`config.mk`:
```
export PLATFORM = sky130hd
export DESIGN_NAME = verificador_clave_flat
export DESIGN_NICKNAME = d
export VERILOG_FILES = /design/src/rtl/verificador_clave_if.sv /design/src/rtl/verificador_clave.sv /design/src/flat_wrapper.sv
export SDC_FILE = /design/constraint.sdc
export NUM_CORES = 1
export LEC_CHECK = 0
export CAP_MARGIN = 0
export CORE_MARGIN = 2
export CORE_UTILIZATION = 45
export CTS_BUF_LIST = sky130_fd_sc_hd__clkbuf_4
export CTS_CLUSTER_DIAMETER = 80
export CTS_CLUSTER_SIZE = 16
export DETAILED_ROUTE_END_ITERATION = 10
export PLACE_DENSITY = 0.65
export SLEW_MARGIN = 20
export SYNTH_ARGS = -nofsm -noshare
export SYNTH_HDL_FRONTEND = slang
export SYNTH_SLANG_ARGS = --single-unit
```
`constraint.sdc`:
```
create_clock -name clk -period 2.55 [get_ports clk]
set_input_delay 0.255 -clock clk [delete_from_list [all_inputs] [get_ports clk]]
set_output_delay 0.255 -clock clk [all_outputs]
set_load 0.03 [all_outputs]
```
`src/rtl/verificador_clave_if.sv`:
```
// Link between the keypad accumulator and the password checker:
// packed code word, sticky event flags and the acknowledge level back.
interface verificador_clave_if;
    logic [31:0] data_i;
    logic [2:0]  cmd_i;
    logic        cmd_o;

    // Accumulator side: produces code and flags, receives the acknowledge.
    modport master (output data_i, output cmd_i, input cmd_o);
    // Checker side: consumes code and flags, returns the acknowledge.
    modport slave  (input data_i, input cmd_i, output cmd_o);
endinterface

```
`src/rtl/verificador_clave.sv`:
```
// Password checker for the security lock: compares a 3-digit ASCII code
// against the stored password, drives the unlock output, counts failed
// attempts with alarm lockout, and allows a password change while open.
module verificador_clave #(
    parameter logic [23:0] CLAVE_DEFECTO = 24'h313233,
    parameter int          MAX_INTENTOS  = 3,
    parameter int          T_ABIERTO     = 50000000,
    parameter int          T_BLOQUEO     = 250000000
) (
    input  logic                      clk,
    input  logic                      reset,
    verificador_clave_if.slave        bus,
    output logic                      abrir,
    output logic                      bloqueado,
    output logic                      alarma,
    output logic [2:0]                fallos,
    output logic                      clave_cambiada
);

    localparam logic [1:0] ESPERA    = 2'd0;
    localparam logic [1:0] COMPARAR  = 2'd1;
    localparam logic [1:0] ABIERTO   = 2'd2;
    localparam logic [1:0] BLOQUEADO = 2'd3;

    localparam logic [2:0]  MAX_FALLOS   = 3'(MAX_INTENTOS);
    localparam logic [27:0] T_ABIERTO_M1 = 28'(T_ABIERTO - 1);
    localparam logic [27:0] T_BLOQUEO_M1 = 28'(T_BLOQUEO - 1);

    logic [2:0]  s1_q, s2_q, s3_q;
    logic [2:0]  s1_d, s2_d, s3_d;
    logic [2:0]  evento;
    logic        ack_q, ack_d;
    logic [1:0]  state_q, state_d;
    logic [23:0] clave_q, clave_d;
    logic [23:0] codigo_q, codigo_d;
    logic [2:0]  fallos_q, fallos_d;
    logic [27:0] timer_q, timer_d;
    logic        abrir_q, abrir_d;
    logic        bloq_q, bloq_d;
    logic        cambiada_q, cambiada_d;
    logic        ev_terminar, ev_limpiar;

    // The upper byte holds an older fourth digit that never matters here.
    logic        unused_alto;
    assign unused_alto = ^bus.data_i[31:24];

    // Synchronizer, rising-edge detection and the acknowledge level.
    always_comb begin
        s1_d   = bus.cmd_i;
        s2_d   = s1_q;
        s3_d   = s2_q;
        evento = s2_q & ~s3_q;
        ack_d  = ack_q;
        if (|evento) begin
            ack_d = 1'b1;
        end else if (s2_q == 3'b000) begin
            ack_d = 1'b0;
        end
    end

    assign ev_terminar = evento[2];
    assign ev_limpiar  = evento[1];

    // Lock state machine: capture, compare, open window and lockout timing.
    always_comb begin
        state_d    = state_q;
        clave_d    = clave_q;
        codigo_d   = codigo_q;
        fallos_d   = fallos_q;
        timer_d    = timer_q;
        cambiada_d = 1'b0;
        case (state_q)
            ESPERA: begin
                if (ev_terminar) begin
                    codigo_d = bus.data_i[23:0];
                    state_d  = COMPARAR;
                end
            end
            COMPARAR: begin
                if (codigo_q == clave_q) begin
                    fallos_d = 3'd0;
                    timer_d  = T_ABIERTO_M1;
                    state_d  = ABIERTO;
                end else if (fallos_q + 3'd1 == MAX_FALLOS) begin
                    fallos_d = MAX_FALLOS;
                    timer_d  = T_BLOQUEO_M1;
                    state_d  = BLOQUEADO;
                end else begin
                    fallos_d = fallos_q + 3'd1;
                    state_d  = ESPERA;
                end
            end
            ABIERTO: begin
                if (ev_limpiar) begin
                    state_d = ESPERA;
                end else if (ev_terminar) begin
                    clave_d    = bus.data_i[23:0];
                    cambiada_d = 1'b1;
                    state_d    = ESPERA;
                end else if (timer_q == 28'd0) begin
                    state_d = ESPERA;
                end else begin
                    timer_d = timer_q - 28'd1;
                end
            end
            BLOQUEADO: begin
                if (timer_q == 28'd0) begin
                    fallos_d = 3'd0;
                    state_d  = ESPERA;
                end else begin
                    timer_d = timer_q - 28'd1;
                end
            end
            default: state_d = ESPERA;
        endcase
        abrir_d = (state_d == ABIERTO);
        bloq_d  = (state_d == BLOQUEADO);
    end

    // All state and outputs register here so the lock drives never glitch.
    always_ff @(posedge clk or negedge reset) begin
        if (!reset) begin
            s1_q       <= 3'b000;
            s2_q       <= 3'b000;
            s3_q       <= 3'b000;
            ack_q      <= 1'b0;
            state_q    <= ESPERA;
            clave_q    <= CLAVE_DEFECTO;
            codigo_q   <= 24'd0;
            fallos_q   <= 3'd0;
            timer_q    <= 28'd0;
            abrir_q    <= 1'b0;
            bloq_q     <= 1'b0;
            cambiada_q <= 1'b0;
        end else begin
            s1_q       <= s1_d;
            s2_q       <= s2_d;
            s3_q       <= s3_d;
            ack_q      <= ack_d;
            state_q    <= state_d;
            clave_q    <= clave_d;
            codigo_q   <= codigo_d;
            fallos_q   <= fallos_d;
            timer_q    <= timer_d;
            abrir_q    <= abrir_d;
            bloq_q     <= bloq_d;
            cambiada_q <= cambiada_d;
        end
    end

    assign bus.cmd_o      = ack_q;
    assign abrir          = abrir_q;
    assign bloqueado      = bloq_q;
    assign alarma         = bloq_q;
    assign fallos         = fallos_q;
    assign clave_cambiada = cambiada_q;

endmodule

```
`src/flat_wrapper.sv`:
```
// flat-port wrapper written by rule: the top's interface ports become plain ports
module verificador_clave_flat 
#(
    parameter logic [23:0] CLAVE_DEFECTO = 24'h313233,
    parameter int          MAX_INTENTOS  = 3,
    parameter int          T_ABIERTO     = 50000000,
    parameter int          T_BLOQUEO     = 250000000
)
  (clk, reset, abrir, bloqueado, alarma, fallos, clave_cambiada, bus_data_i, bus_cmd_i, bus_cmd_o);
  verificador_clave_if bus_i ();
  input  logic clk;
  input  logic reset;
  output logic abrir;
  output logic bloqueado;
  output logic alarma;
  output logic [2:0] fallos;
  output logic clave_cambiada;
  input wire logic [$bits(bus_i.data_i)-1:0] bus_data_i;
  input wire logic [$bits(bus_i.cmd_i)-1:0] bus_cmd_i;
  output wire logic [$bits(bus_i.cmd_o)-1:0] bus_cmd_o;
  assign bus_i.data_i = bus_data_i;
  assign bus_i.cmd_i = bus_cmd_i;
  assign bus_cmd_o = bus_i.cmd_o;
  verificador_clave #(.CLAVE_DEFECTO(CLAVE_DEFECTO), .MAX_INTENTOS(MAX_INTENTOS), .T_ABIERTO(T_ABIERTO), .T_BLOQUEO(T_BLOQUEO)) u_core (.clk(clk), .reset(reset), .bus(bus_i), .abrir(abrir), .bloqueado(bloqueado), .alarma(alarma), .fallos(fallos), .clave_cambiada(clave_cambiada));
endmodule
```
After elaboration in Yosys (flattened, before gate mapping)
Index checks and enable logic that the tools add are counted.
- flip-flop bits (word level): 94
- input bits: 37
- output and inout port bits: 8
- word-level logic and storage cells: 61
- $add $sub $neg: 2
- equal/unequal tests: 11
- mux-type cells: 22
- bitwise operators: 3
- reduce and logical (&&, ||, !) cells: 11
- operators with widths (cell ; count):
    28-bit 2-to-1 mux ; 5
    28-bit one-hot mux with 3 select lines ; 1
    28-bit logical NOT ; 1
    28-bit by 1-bit subtractor with 28-bit output (second input constant) ; 1
    24-bit equality test ; 1
    2-bit 2-to-1 mux ; 6
    3-bit 2-to-1 mux ; 3
    2-bit equality test (second input constant) ; 4
    2-bit one-hot mux with 4 select lines ; 1
    3-bit one-hot mux with 2 select lines ; 1
    1-bit 2-to-1 mux ; 5
    2-bit != test (second input constant) ; 2
    2-bit AND reduction ; 2
    4-bit AND reduction ; 1
    2-bit nonzero test ; 2
    3-bit by 1-bit adder with 3-bit output (second input constant) ; 1
    3-bit AND ; 1
    3-bit by 2-bit equality test with 1-bit output (second input constant) ; 1
    3-bit logical NOT ; 1
    3-bit by 1-bit != test with 1-bit output (second input constant) ; 1
    3-bit inverter ; 1
    3-bit AND reduction ; 1
    3-bit nonzero test ; 1
    3-bit OR reduction ; 1
    4 further kinds ; 4

Logic depth before layout (Yosys ltp)
Gate-level depths: netlist of run 1.
- word-level depth: 6
- gate-level depth with buffers: 9
- mapped depth without buffers: 9

Least setup slack after synthesis of run 1
No wires, ideal clock.
- path kind: reg-to-reg
- start point: register u_core.timer_q[0]
- end point: register u_core.timer_q[7]
- data arrival time: 2010 ps
- required time: 2429 ps
- slack: 419 ps
- cell stages (with the launch flop): 9
- buffers on the path: 0
- period minus slack after synthesis: 2131 ps
- path through: dfrtp_1 > inv_1 > ha_1 > nor2b_1 > and4_4 > and3_4 > or4_1 > xnor2_1 > a22o_1
- cells in the longest elaborated chain, start to end: 5
- ends and longest elaborated chain (what ; RTL line ; RTL):
    from (decl) ; verificador_clave.sv:37 ; logic [27:0] timer_q, timer_d;
    from (signal assigned) ; verificador_clave.sv:144 ; timer_q <= timer_d;
    28-bit by 1-bit subtractor with 28-bit output / 28-bit logical NOT (equally long branches) ; n/a ;
    28-bit 2-to-1 mux (*) ; verificador_clave.sv:100, verificador_clave.sv:107 ;
    28-bit 2-to-1 mux ; verificador_clave.sv:96 ; end else if (ev_terminar) begin
    28-bit 2-to-1 mux ; verificador_clave.sv:94 ; if (ev_limpiar) begin
    28-bit one-hot mux with 3 select lines (*) ; verificador_clave.sv:72 ; case (state_q)
Every way passes the cells marked *; elsewhere a longest branch is shown, timed or not. The select of a mux whose other input is x is not followed.
A chain may end at the register's enable or synchronous reset.

Worst setup path in the final report of run 1
- start point: register u_core.clave_q[12]
- end point: register u_core.timer_q[8]
- cells in the longest elaborated chain, start to end: 3
- ends and longest elaborated chain (what ; RTL line ; RTL):
    from (decl) ; verificador_clave.sv:34 ; logic [23:0] clave_q, clave_d;
    from (signal assigned) ; verificador_clave.sv:141 ; clave_q <= clave_d;
    24-bit equality test (*) ; verificador_clave.sv:80 ; if (codigo_q == clave_q) begin
    3-bit by 1-bit != test with 1-bit output (no source line) / 28-bit 2-to-1 mux (equally long branches) ; n/a ;
    4-bit AND reduction (no source line) / 28-bit one-hot mux with 3 select lines (equally long branches) ; n/a ;
Every way passes the cells marked *; elsewhere a longest branch is shown, timed or not.

==> results.md, run 1 <==
* Worst-path clk slew at roughly 0.13 ns
* First-pass GRT wire length at 15740 um
* CTS resizes at 0
* Switching pwr at 0.001764 W
* Skew-Pair Late Insertion Delay at 0.44 ns
* Core Area at between 9000 and 10000 um^2
* Critical path depth at 6
* Synth Area in Adders at less than 1%
* Pin count of the biggest net entering global routing at between 50 and 60
* I/O pin total at 45
* Number of synthesized register bits at between 90 and 100
* Final Core Density at between 50 and 60%
* CTS tree: done
* Clock sink count at 94
* Syn Area/Cell at about 12 um^2
* Die height at ~110 um
* DR iter-0 viols at ~250
* ANT nets after route at 0
* Sequential-to-total area share from yosys stat at roughly half
* Residual DRC at 0
* Switching Share at a little over a third
* Element type at the critical path start: flop
* Worst slew margin at about 54%
* Number of synthesized flops with an enable pin at 0
* Layout Nets at 482
* Critical Path Slowest Stage Cell: dfstp_2
* Die Width at around 110 um
* DR pass1 iterations at 5
* Setup TNS at 0 ns
* Crit Path Class: reg2reg
* Top cell type by total area after synthesis: dfrtp_1
* Pwr dens at about 930 nW/um^2
* RSZ-0062 raised after global routing: no
* Final Power at between 0.004 and 0.005 W
* Share of cells above drive strength 1 at between 20% and 30%
* H-tree depth at 3
* Wire per inst at 15.53 um
* Logic pwr share at around 34%
* Min-delay src: bus_cmd_i[0]
* Worst R2R End: u_core.timer_q[8]
* FF-to-FF path depth at 6
* Hold Vio Cnt, Final at 0
* CP Buf/Inv Count at 0
* Crit end category: flop
* Leakage at approximately 2.2 nW
* Post-Synth XOR/XNOR Area at just under 6%
* Cell Rows at 36
* Gr ovfl total at 0
* Largest family of logic cells by synthesized area: simple AND/OR/NAND/NOR gates
* Crit share post-route at between 90% and 100%
* Compound-Gate Fraction of Synth Area at 11.93%
* Synth Area in Simple Gates at between 15 and 20%
* Worst Skew at approximately 0.028 ns
* CP endpoint: u_core.timer_q[8]
* Die area at 11060 um^2
* Post-Place Cells at 563
* Crit path max-delay family: compound AO/OA/AOI/OAI gates
* Mapped Nets at between 400 and 500
* HPWL Detailed at approximately 6600 um
* Worst Setup SP: u_core.clave_q[12]
* Non-Filler Instances at 580
* Mux share of post-synthesis cell area at around 12%
* Reg2Reg Setup Slack at roughly 0.21 ns
* Placer Congestion at roughly 0.88
* Seq pwr share at about half
* Reg-to-Reg Start: u_core.clave_q[12]
* Slew @ Worst Pin at approximately 0.7 ns
* Maximum vdd ir drop at roughly 0.52 mV
* Number of antenna violations at the first check in global routing at 0
* Post-DR vias/cell at ~5.7
* Worst hold path class: in2reg
* Port Buf Inserts at 36
* Count of pins over their slew limit at 0
* Internal Power at ~0.0032 W
* Synthesized netlist cell count at about 390
* Arrival @ worst endpoint at about 2.7 ns
* Max Clk Rate at approximately 430 MHz
* Vias in the first global route at around 3300
* Synth top area cells: dfrtp_1 (46%), mux2_2 (12%), dfstp_2 (5.7%)
* Status: finished clean
* Clock tree buffer depth at 2
* Routed vias at 3289
* Final setup violation count at 0
* Worst EP required at around 2.9 ns
* Delay of the slowest critical-path stage at roughly 0.56 ns
* Tot GR Track Use at 17.66%
* Routed WL at around 9000 um
* Root Driver: clkbuf_4
* Synth warnings at 0
* Antenna fix cells at 0
* Critical path, cell by cell: xor2_1 > nor4_2 > nand4_2 > o21ai_0 > o22ai_1 > a211o_1
* Area of the mapped netlist at 4604 um^2
* Asr flop ratio synth at 100.0%
* Synth top area share at about 46%
* CTS buffer count at 9
* Max_cap viols at 0
* Crit Path Max Fanout at 4
* Area delta synth->final at 15.30%
* Ys flop type: dfrtp_1
* Starting density of the core at between 40 and 50%
* Fin crit period at about 2.3 ns
* Unique masters post-synth at 64
* Clock power share at 14.1%
-- flip-flops by register name, summed over array words and instances (netlist names) --
signal	flops
u_core.abrir	1
u_core.alarma	1
u_core.bus.cmd_o	1
u_core.clave_cambiada	1
u_core.clave_q	24
u_core.codigo_q	24
u_core.fallos	3
u_core.s1_q	3
u_core.s2_q	3
u_core.s3_q	3
u_core.state_q	2
u_core.timer_q	28
-- cell usage after synthesis (6+ instances only) --
master	count
dfrtp_1	84
mux2_2	48
xor2_1	26
nand2_1	20
nor2_1	20
o21ai_0	15
a21oi_1	13
inv_1	12
nand3_1	12
dfstp_2	10
nor3_1	10
nand4_1	9
a22o_1	7
a2bb2oi_1	7
a31oi_1	7
clkbuf_1	7
nor4_2	6
-- what timing repair did --
item	in CTS	in global routing
hold buffers	1	0
setup buffers	0	0
hold endpoints to repair	48	0
setup endpoints to repair	0	0
-- how the worst min path moves through the flow --
stage / to / cells past startpoint
after detailed placement: u_core.s2_q[0] / 0
after CTS: u_core.s1_q[0] / 1
final: u_core.s1_q[0] / 1
after floorplan: u_core.abrir / 0
after global routing: u_core.s1_q[2] / 1
after global placement: u_core.s1_q[0] / 1
-- cells by family (layout without fill, tap and decap cells) --
family,count (synthesis),in the layout
AND/OR/NAND/NOR,110,110
multiplexers,50,50
adder cells (fa/ha/maj),3,3
AO/OA/AOI/OAI,78,78
XOR/XNOR,31,31
flip-flops,94,94
buffers and inverters,27,81
-- cell type report --
type,count,area [um^2]
repair buffers,52,493.0
clock inverters,5,33.78
fillers,876,4556
well taps,133,166.4
flip-flops and latches,94,2365
clock buffers,11,82.58
inverters,13,48.80
multi-input cells,272,2120
-- stage by stage --
stage | hold WS (ns) | cell area (um^2) | worst slack (ns)
finish | 0.2700 | 5309 | 0.2096
global placement | 0.3362 | 5182 | 0.3074
global route | 0.2198 | 5309 | 0.02506
CTS | 0.2379 | 5309 | 0.2376
floorplan | -0.04059 | 4604 | 0.4185
detailed placement | 0.3365 | 5182 | 0.2736
-- power by group through the flow --
stage	Clock (W)	Sequential (W)	Combinational [W]
after floorplan	0	0.00254	0.00127
after global placement	0	0.00258	0.00166
after detailed placement	0	0.00261	0.00171
after CTS	0.000742	0.00257	0.00171
after global routing	0.000793	0.00266	0.00191
final	0.000701	0.00257	0.00169
-- layout by cell type (no fill, tap or decap), types with 3 or more instances in the layout --
cell and n:
inv_1 12, mux2_2 48, o21a_1 3, xor2_1 26, a21oi_1 13, a2bb2oi_1 7
clkbuf_4 11, a22oi_1 3, o22ai_1 3, o2bb2ai_1 5, xnor2_1 5, a31oi_1 7
dfstp_2 10, clkdlybuf4s50_1 35, nor2_1 20, nand3_1 12, nor4_2 6, nor3_1 9
o21ai_0 15, ha_1 3, dfrtp_1 84, nand2_1 20, nand4_1 9, a22o_1 7
nor4_1 3, nor2b_1 3, buf_4 15
-- worst register-to-register path, cell delays in order (launching register included) --
cell and delay [ns]:
dfstp_2 0.56, xor2_1 0.07, nor4_2 0.42, nand4_2 0.24
o21ai_0 0.44, o22ai_1 0.19, a211o_1 0.32
-- layer usage --
metal	vias up	share of wire (%)	GRT usage [%]
met5	-	0	0
met4	0	1.7	5.238
met3	18	5.3	4.429
met2	87	51	29.87
met1	1641	42	22.35
li1	1543	-	-
Note: power is estimated with default switching activity, not from simulation.
==> run 2, diff against run 1 <==
--- a/config.mk
+++ b/config.mk
@@ -12,7 +12,7 @@
 export CTS_CLUSTER_DIAMETER = 80
 export CTS_CLUSTER_SIZE = 16
 export DETAILED_ROUTE_END_ITERATION = 10
-export PLACE_DENSITY = 0.65
+export PLACE_DENSITY = 0.68
 export SLEW_MARGIN = 20
 export SYNTH_ARGS = -nofsm -noshare
 export SYNTH_HDL_FRONTEND = slang
==> run 2 against run 1 <==
Compared with the run above:
- largest cell class unchanged
- register-to-register slack barely moved
- worst setup slack improved by 0.013 ns
- combinational power barely moved
- sequential cell count did not move
- sequential share of layout area fell by 0.24 points
==> results.md, run 2 (synthesized netlist as in run 1, its figures left out) <==
* FF-to-FF path depth at 6 (unchanged)
* Placed inst area at 5160 um^2 (-0.43%)
* Arrival @ worst endpoint at 2.66 ns (about the same)
* Largest reg by FF count: u_core.timer_q
* Clock sink count at 94 (unchanged)
* CTS tree: done
* Vias in the first global route at 3286 (-0.96%)
* Cell Rows at 36 (unchanged)
* Area delta synth->final at 15.92%
* WHS Path Cells at 1 (unchanged)
* Leakage at 2.177 nW (+0.35%)
* Final Power at 0.005193 W (+4.7%)
* Die height at 105.2 um (unchanged)
* Dpl ws at 0.2607 ns (-0.01286 ns)
* Routed vias at 3211 (-2.4%)
* Core Area at 9864 um^2 (unchanged)
* RSZ-0062 raised after global routing: no
* HPWL Detailed at 6531 um (-0.33%)
* Port Buf Inserts at 36 (unchanged)
* Pwr dens at 973.0 nW/um^2 (+4.1%)
* H-tree depth at 3 (unchanged)
* Reg2Reg Setup Slack at 0.22 ns (about the same)
* Share of cells above drive strength 1 at 24.32% (-0.28 points)
* Layout Nets at 479 (-0.62%)
* Most used routing layer: met2
* Worst hold path class: in2reg
* Max_cap viols at 0 (unchanged)
* CP endpoint: u_core.timer_q[27]
* Clock tree buffer depth at 2 (unchanged)
* Die area at 11060 um^2 (unchanged)
* Crit share post-route at 91.26% (-0.52 points)
* Worst-path clk slew at 0.15 ns (+0.02 ns)
* Reg-to-Reg Start: u_core.clave_q[12]
* Most frequent cells in the layout: dfrtp_1 (84), mux2_2 (48), clkdlybuf4s50_1 (35)
* Max Clk Rate at 429.7 MHz (+0.57%)
* Routed WL at 9148 um (+1.6%)
* Hold Vio Cnt, Final at 0 (unchanged)
* Antenna fix cells at 0 (unchanged)
* DR pass1 iterations at 4 (-1)
* Design area at 5338 um^2 (+0.54%)
* DR iter-0 viols at 127 (-48%)
* Crit Path Class: reg2reg
* Residual DRC at 0 (unchanged)
* Setup TNS at 0 ns (unchanged)
* Fin crit period at 2.327 ns (-0.01324 ns)
* Number of antenna violations at the first check in global routing at 0 (unchanged)
* Pin count of the biggest net entering global routing at 58 (+9.4%)
* Tot GR Track Use at 17.77% (+0.12 points)
* I/O pin total at 45 (unchanged)
* Count of pins over their slew limit at 0 (unchanged)
* Root Driver: clkbuf_4
* Maximum vdd ir drop at 0.5264 mV (+0.34%)
* Max FFs per register at 28 (unchanged)
* Starting density of the core at 46.68% (unchanged)
* Worst Skew at 0.01267 ns (-0.01564 ns)
* Met2 Use GR at 30.66% (+0.79 points)
* Skew-Pair Late Insertion Delay at 0.44 ns (about the same)
* Most common cell after layout, fill and taps aside: dfrtp_1
* Final setup violation count at 0 (unchanged)
* Slew @ Worst Pin at 0.7148 ns (+0.02586 ns)
* Element type at the critical path start: flop
* Crit end category: flop
* Wire per inst at 15.85 um (+2.1%)
* ANT nets after route at 0 (unchanged)
* Status: finished clean
* First-pass GRT wire length at 15710 um (-0.17%)
* Setup WS post-layout at 0.2228 ns (+0.01324 ns)
* Placer Congestion at 0.9131 (+3.6%)
* Fill count at 870 (-0.68%)
* Worst Hold Slack at 0.2372 ns (-0.03275 ns)
* Crit Path Max Fanout at 6 (+2)
* Worst R2R End: u_core.timer_q[27]
* Met1 usage at 21.83% (-0.52 points)
* CTS buffer count at 9 (unchanged)
* Die Width at 105.2 um (unchanged)
* Top flop regs: u_core.timer_q x28, u_core.clave_q x24, u_core.codigo_q x24
* Worst slew margin at 52.35% (-1.7 points)
* Met3 Use GR at 4.803% (+0.37 points)
* Post-DR vias/cell at 5.565 (-1.9%)
* Worst Setup SP: u_core.clave_q[12]
* Gr ovfl total at 0 (unchanged)
* Worst EP required at 2.89 ns (+0.03 ns)
==> run 2: worst max-delay path, cell delays in order (launching register included) <==
cell and delay [ns]:
dfstp_2 0.56, xor2_1 0.08, nor4_2 0.41, nand4_2 0.23, or3_1 0.52, o22ai_1 0.19
o2bb2a_1 0.23
==> run 2: metrics by stage <==
stage / util, % / std cells
after floorplan: - / 393
after global routing: 54.11 / 577
after detailed placement: 52.31 / 560
final: 54.11 / 577
after global placement: 52.31 / 560
after CTS: 54.11 / 577
==> run 2: repair_timing <==
item                                    CTS  global route
buffers inserted                          0             0
gates resized for setup                   0             0
hold buffers                              1             0
endpoints found under the setup margin    0             0
endpoints found under the hold margin    46             0
==> run 2: layer usage <==
layer	routed length, um	part of all wire, %	vias up
met5	0	0	-
met4	192	2.1	0
met3	360	3.9	16
met2	4600	50	63
met1	3994	44	1597
li1	-	-	1535
==> run 2: cell type report <==
cell class,count,area (um^2),area share (%)
inverter,13,48.80,0.9142
sequential,94,2365,44.30
clock inverter,6,92.59,1.735
timing repair buffer,49,470.5,8.814
clock buffer,10,75.07,1.406
multi-input combinational,272,2120,39.71
tap,133,166.4,3.118
==> run 2: how the worst min path moves through the flow <==
| stage | from | endpoint | slack [ns] |
|---|---|---|---|
| floorplan | reset | u_core.abrir | -0.04 |
| global placement | u_core.s1_q[0] | u_core.s2_q[0] | 0.33 |
| detailed placement | u_core.s1_q[2] | u_core.s2_q[2] | 0.34 |
| CTS | bus_cmd_i[2] | u_core.s1_q[2] | 0.21 |
| global route | bus_cmd_i[1] | u_core.s1_q[1] | 0.21 |
| finish | bus_cmd_i[2] | u_core.s1_q[2] | 0.24 |
==> run 2: report_power, final <==
part           internal [W]  leakage (nW)  switching (W)  total [W]
registers           0.00209          1.12       0.000496    0.00258
clock network      0.000418        0.0889       0.000508   0.000925
logic              0.000885         0.967       0.000801    0.00169
total               0.00339          2.18        0.00180    0.00519
==> run 3, diff against run 2 <==
--- a/config.mk
+++ b/config.mk
@@ -6,7 +6,7 @@
 export NUM_CORES = 1
 export LEC_CHECK = 0
 export CAP_MARGIN = 0
-export CORE_MARGIN = 2
+export CORE_MARGIN = 8
 export CORE_UTILIZATION = 45
 export CTS_BUF_LIST = sky130_fd_sc_hd__clkbuf_4
 export CTS_CLUSTER_DIAMETER = 80
==> run 3 against run 2 <==
Compared with the run above:
- clock-buffer cell count shrank 1
- hold slack worse by 0.014 ns
- clock skew is 0.0080 ns higher
- core utilization fell by 1.7 points
- wire length grew 4.0%
- maximum frequency fell by 1.6%
- worst setup slack got worse by 0.038 ns
- final area decreased by 0.49%
- register-to-register slack worse by 0.04 ns
- die area up 24%
- sequential share of layout area is 0.22 points higher
- power decreased by 3.0%
- critical path type unchanged
- critical endpoint unchanged
- highest routed layer unchanged
==> results.md, run 3 (synthesized netlist as in run 1, its figures left out) <==
* Status: finished clean
* Clock power share at 14.9% (-2.9 points)
* I/O pin total at 45 (unchanged)
* Routed vias at 3241 (+0.93%)
* Vias in the first global route at 3306 (+0.61%)
* Wire per inst at 16.35 um (+3.1%)
* Maximum vdd ir drop at 0.5602 mV (+6.4%)
* Most frequent cells in the layout: dfrtp_1 (84), mux2_2 (48), clkdlybuf4s50_1 (35)
* Max FFs per register at 28 (unchanged)
* Die height at 117.2 um (+11%)
* Worst-path clk slew at 0.16 ns (about the same)
* Hold Vio Cnt, Final at 0 (unchanged)
* Max Clk Rate at 422.8 MHz (-1.6%)
* Setup TNS at 0 ns (unchanged)
* Gr ovfl total at 0 (unchanged)
* Clock sink count at 94 (unchanged)
* RSZ-0062 raised after global routing: no
* Worst Skew at 0.02067 ns (+0.008003 ns)
* ANT nets after route at 0 (unchanged)
* Arrival @ worst endpoint at 2.72 ns (+0.06 ns)
* Most common cell after layout, fill and taps aside: dfrtp_1
* Largest reg by FF count: u_core.timer_q
* Max_cap viols at 0 (unchanged)
* Post-DR vias/cell at 5.569 (about the same)
* Placer Congestion at 0.8637 (-5.4%)
* Worst EP required at 2.90 ns (about the same)
* Critical path, cell by cell: xor2_1 > nor4_1 > nand4_1 > or3_1 > o22ai_1 > o2bb2a_1
* Crit end category: flop
* Core Area at 10140 um^2 (+2.8%)
* HPWL Detailed at 6843 um (+4.8%)
* Area delta synth->final at 15.35%
* Logic pwr share at 33.9% (+1.4 points)
* Setup Buffers After CTS at 0 (unchanged)
* Switching pwr at 0.001844 W (+2.2%)
* Worst hold path class: in2async
* Die area at 13730 um^2 (+24%)
* Root Driver: clkbuf_4
* Top flop regs: u_core.timer_q x28, u_core.clave_q x24, u_core.codigo_q x24
* Seq pwr share at 51.2% (+1.5 points)
* Fin crit period at 2.365 ns (+0.03824 ns)
* First-pass GRT wire length at 15860 um (+0.97%)
* Pin count of the biggest net entering global routing at 45 (-22%)
* Element type at the critical path start: flop
* H-tree depth at 3 (unchanged)
* Layout Nets at 481 (+0.42%)
* Internal Power at 0.003196 W (-5.7%)
* Clock tree buffer depth at 2 (unchanged)
* Critical Path Slowest Stage Cell: dfstp_2
* Skew-Pair Late Insertion Delay at 0.46 ns (+0.02 ns)
* Starting density of the core at 45.42% (-1.3 points)
* Crit Path Max Fanout at 6 (unchanged)
* Die Width at 117.2 um (+11%)
* Final Power at 0.005040 W (-3.0%)
* DR iter-0 viols at 160 (+26%)
* Worst slew margin at 56.63% (+4.3 points)
* Pwr dens at 948.9 nW/um^2 (-2.5%)
* Port Buf Inserts at 36 (unchanged)
* Routed WL at 9514 um (+4.0%)
* Slew @ Worst Pin at 0.6463 ns (-0.06850 ns)
* Number of antenna violations at the first check in global routing at 0 (unchanged)
* Tot GR Track Use at 14.97% (-2.8 points)
* CTS buffer count at 9 (unchanged)
* DR pass1 iterations at 5 (+1)
* Leakage at 2.169 nW (-0.39%)
* Switching Share at 36.59% (+1.8 points)
* Delay of the slowest critical-path stage at 0.57 ns (about the same)
* Crit share post-route at 92.76% (+1.5 points)
* Antenna fix cells at 0 (unchanged)
* CTS tree: done
* Cell Rows at 37 (+2.8%)
* Final setup violation count at 0 (unchanged)
* Count of pins over their slew limit at 0 (unchanged)
* Share of cells above drive strength 1 at 24.44% (+0.12 points)
* Crit Path Class: reg2reg
* Residual DRC at 0 (unchanged)
run 3: cell types whose count changed in the layout (fill, tap and decap cells not counted), sizes merged:
cell | before | now
inv | 15 | 17
clkinv | 1 | 3
clkinvlp | 1 | 0
buf | 13 | 15
clkbuf | 10 | 9
bufinv | 2 | 0
run 3: power groups by stage:
stage / clock network [W] / registers (W) / logic, W
detailed placement: 0 / 0.00261 / 0.00172
global route: 0.000845 / 0.00266 / 0.00190
global placement: 0 / 0.00258 / 0.00166
CTS: 0.000787 / 0.00258 / 0.00173
finish: 0.000750 / 0.00258 / 0.00171
floorplan: 0 / 0.00254 / 0.00127
run 3: what timing repair did:
| item | CTS | global route |
|---|---|---|
| resized for setup | 0 | 0 |
| endpoints found under the hold margin | 24 | 0 |
| hold buffers | 1 | 0 |
run 3: final cells by class:
type	count	area, um^2
timing repair buffer	51	485.5
clock buffer	9	67.56
multi-input combinational	272	2120
inverter	13	48.80
sequential	94	2365
fill	877	4827
clock inverter	7	55.05
tap	136	170.2
run 3: critical path, delay by kind of cell, from the launching register on:
kind / cells / cell delay (ns)
xor+xnor: 1 / 0.06
flops: 1 / 0.57
simple gates: 3 / 1.17
compound gates: 2 / 0.45
run 3: worst paths after layout:
kind | start | endpoint | slack (ns) | depth (start not counted)
setup / recovery | u_core.clave_q[0] | u_core.timer_q[27] | 0.18 | 6
hold / removal | reset | u_core.timer_q[18] | 0.22 | 2
setup reg to reg | u_core.clave_q[0] | u_core.timer_q[27] | 0.18 | 6
hold reg to reg | u_core.s1_q[2] | u_core.s2_q[2] | 0.37 | 0
max in group asynchronous | reset | u_core.clave_q[12] | 1.63 | 3
min in group clk | bus_cmd_i[2] | u_core.s1_q[2] | 0.22 | 1
run 3: routing by layer:
| layer | track usage, % | routed length, um |
|---|---|---|
| met1 | 18.33 | 4253 |
| met2 | 25.29 | 4679 |
| met3 | 3.643 | 432 |
| met4 | 5.034 | 149 |
| met5 | 0 | 0 |
run 3: through the flow:
step	std cells	cell area [um^2]	util (%)	worst slack [ns]	hold slack, ns
4_1_cts	582	5311	52.39	0.2236	0.1881
6_report	582	5311	52.39	0.1846	0.2230
3_5_place_dp	565	5179	51.08	0.2237	0.1929
5_1_grt	582	5311	52.39	0.08869	0.1770
3_3_place_gp	565	5179	51.08	0.3062	0.1922
2_1_floorplan	393	4604	-	0.4185	-0.04059
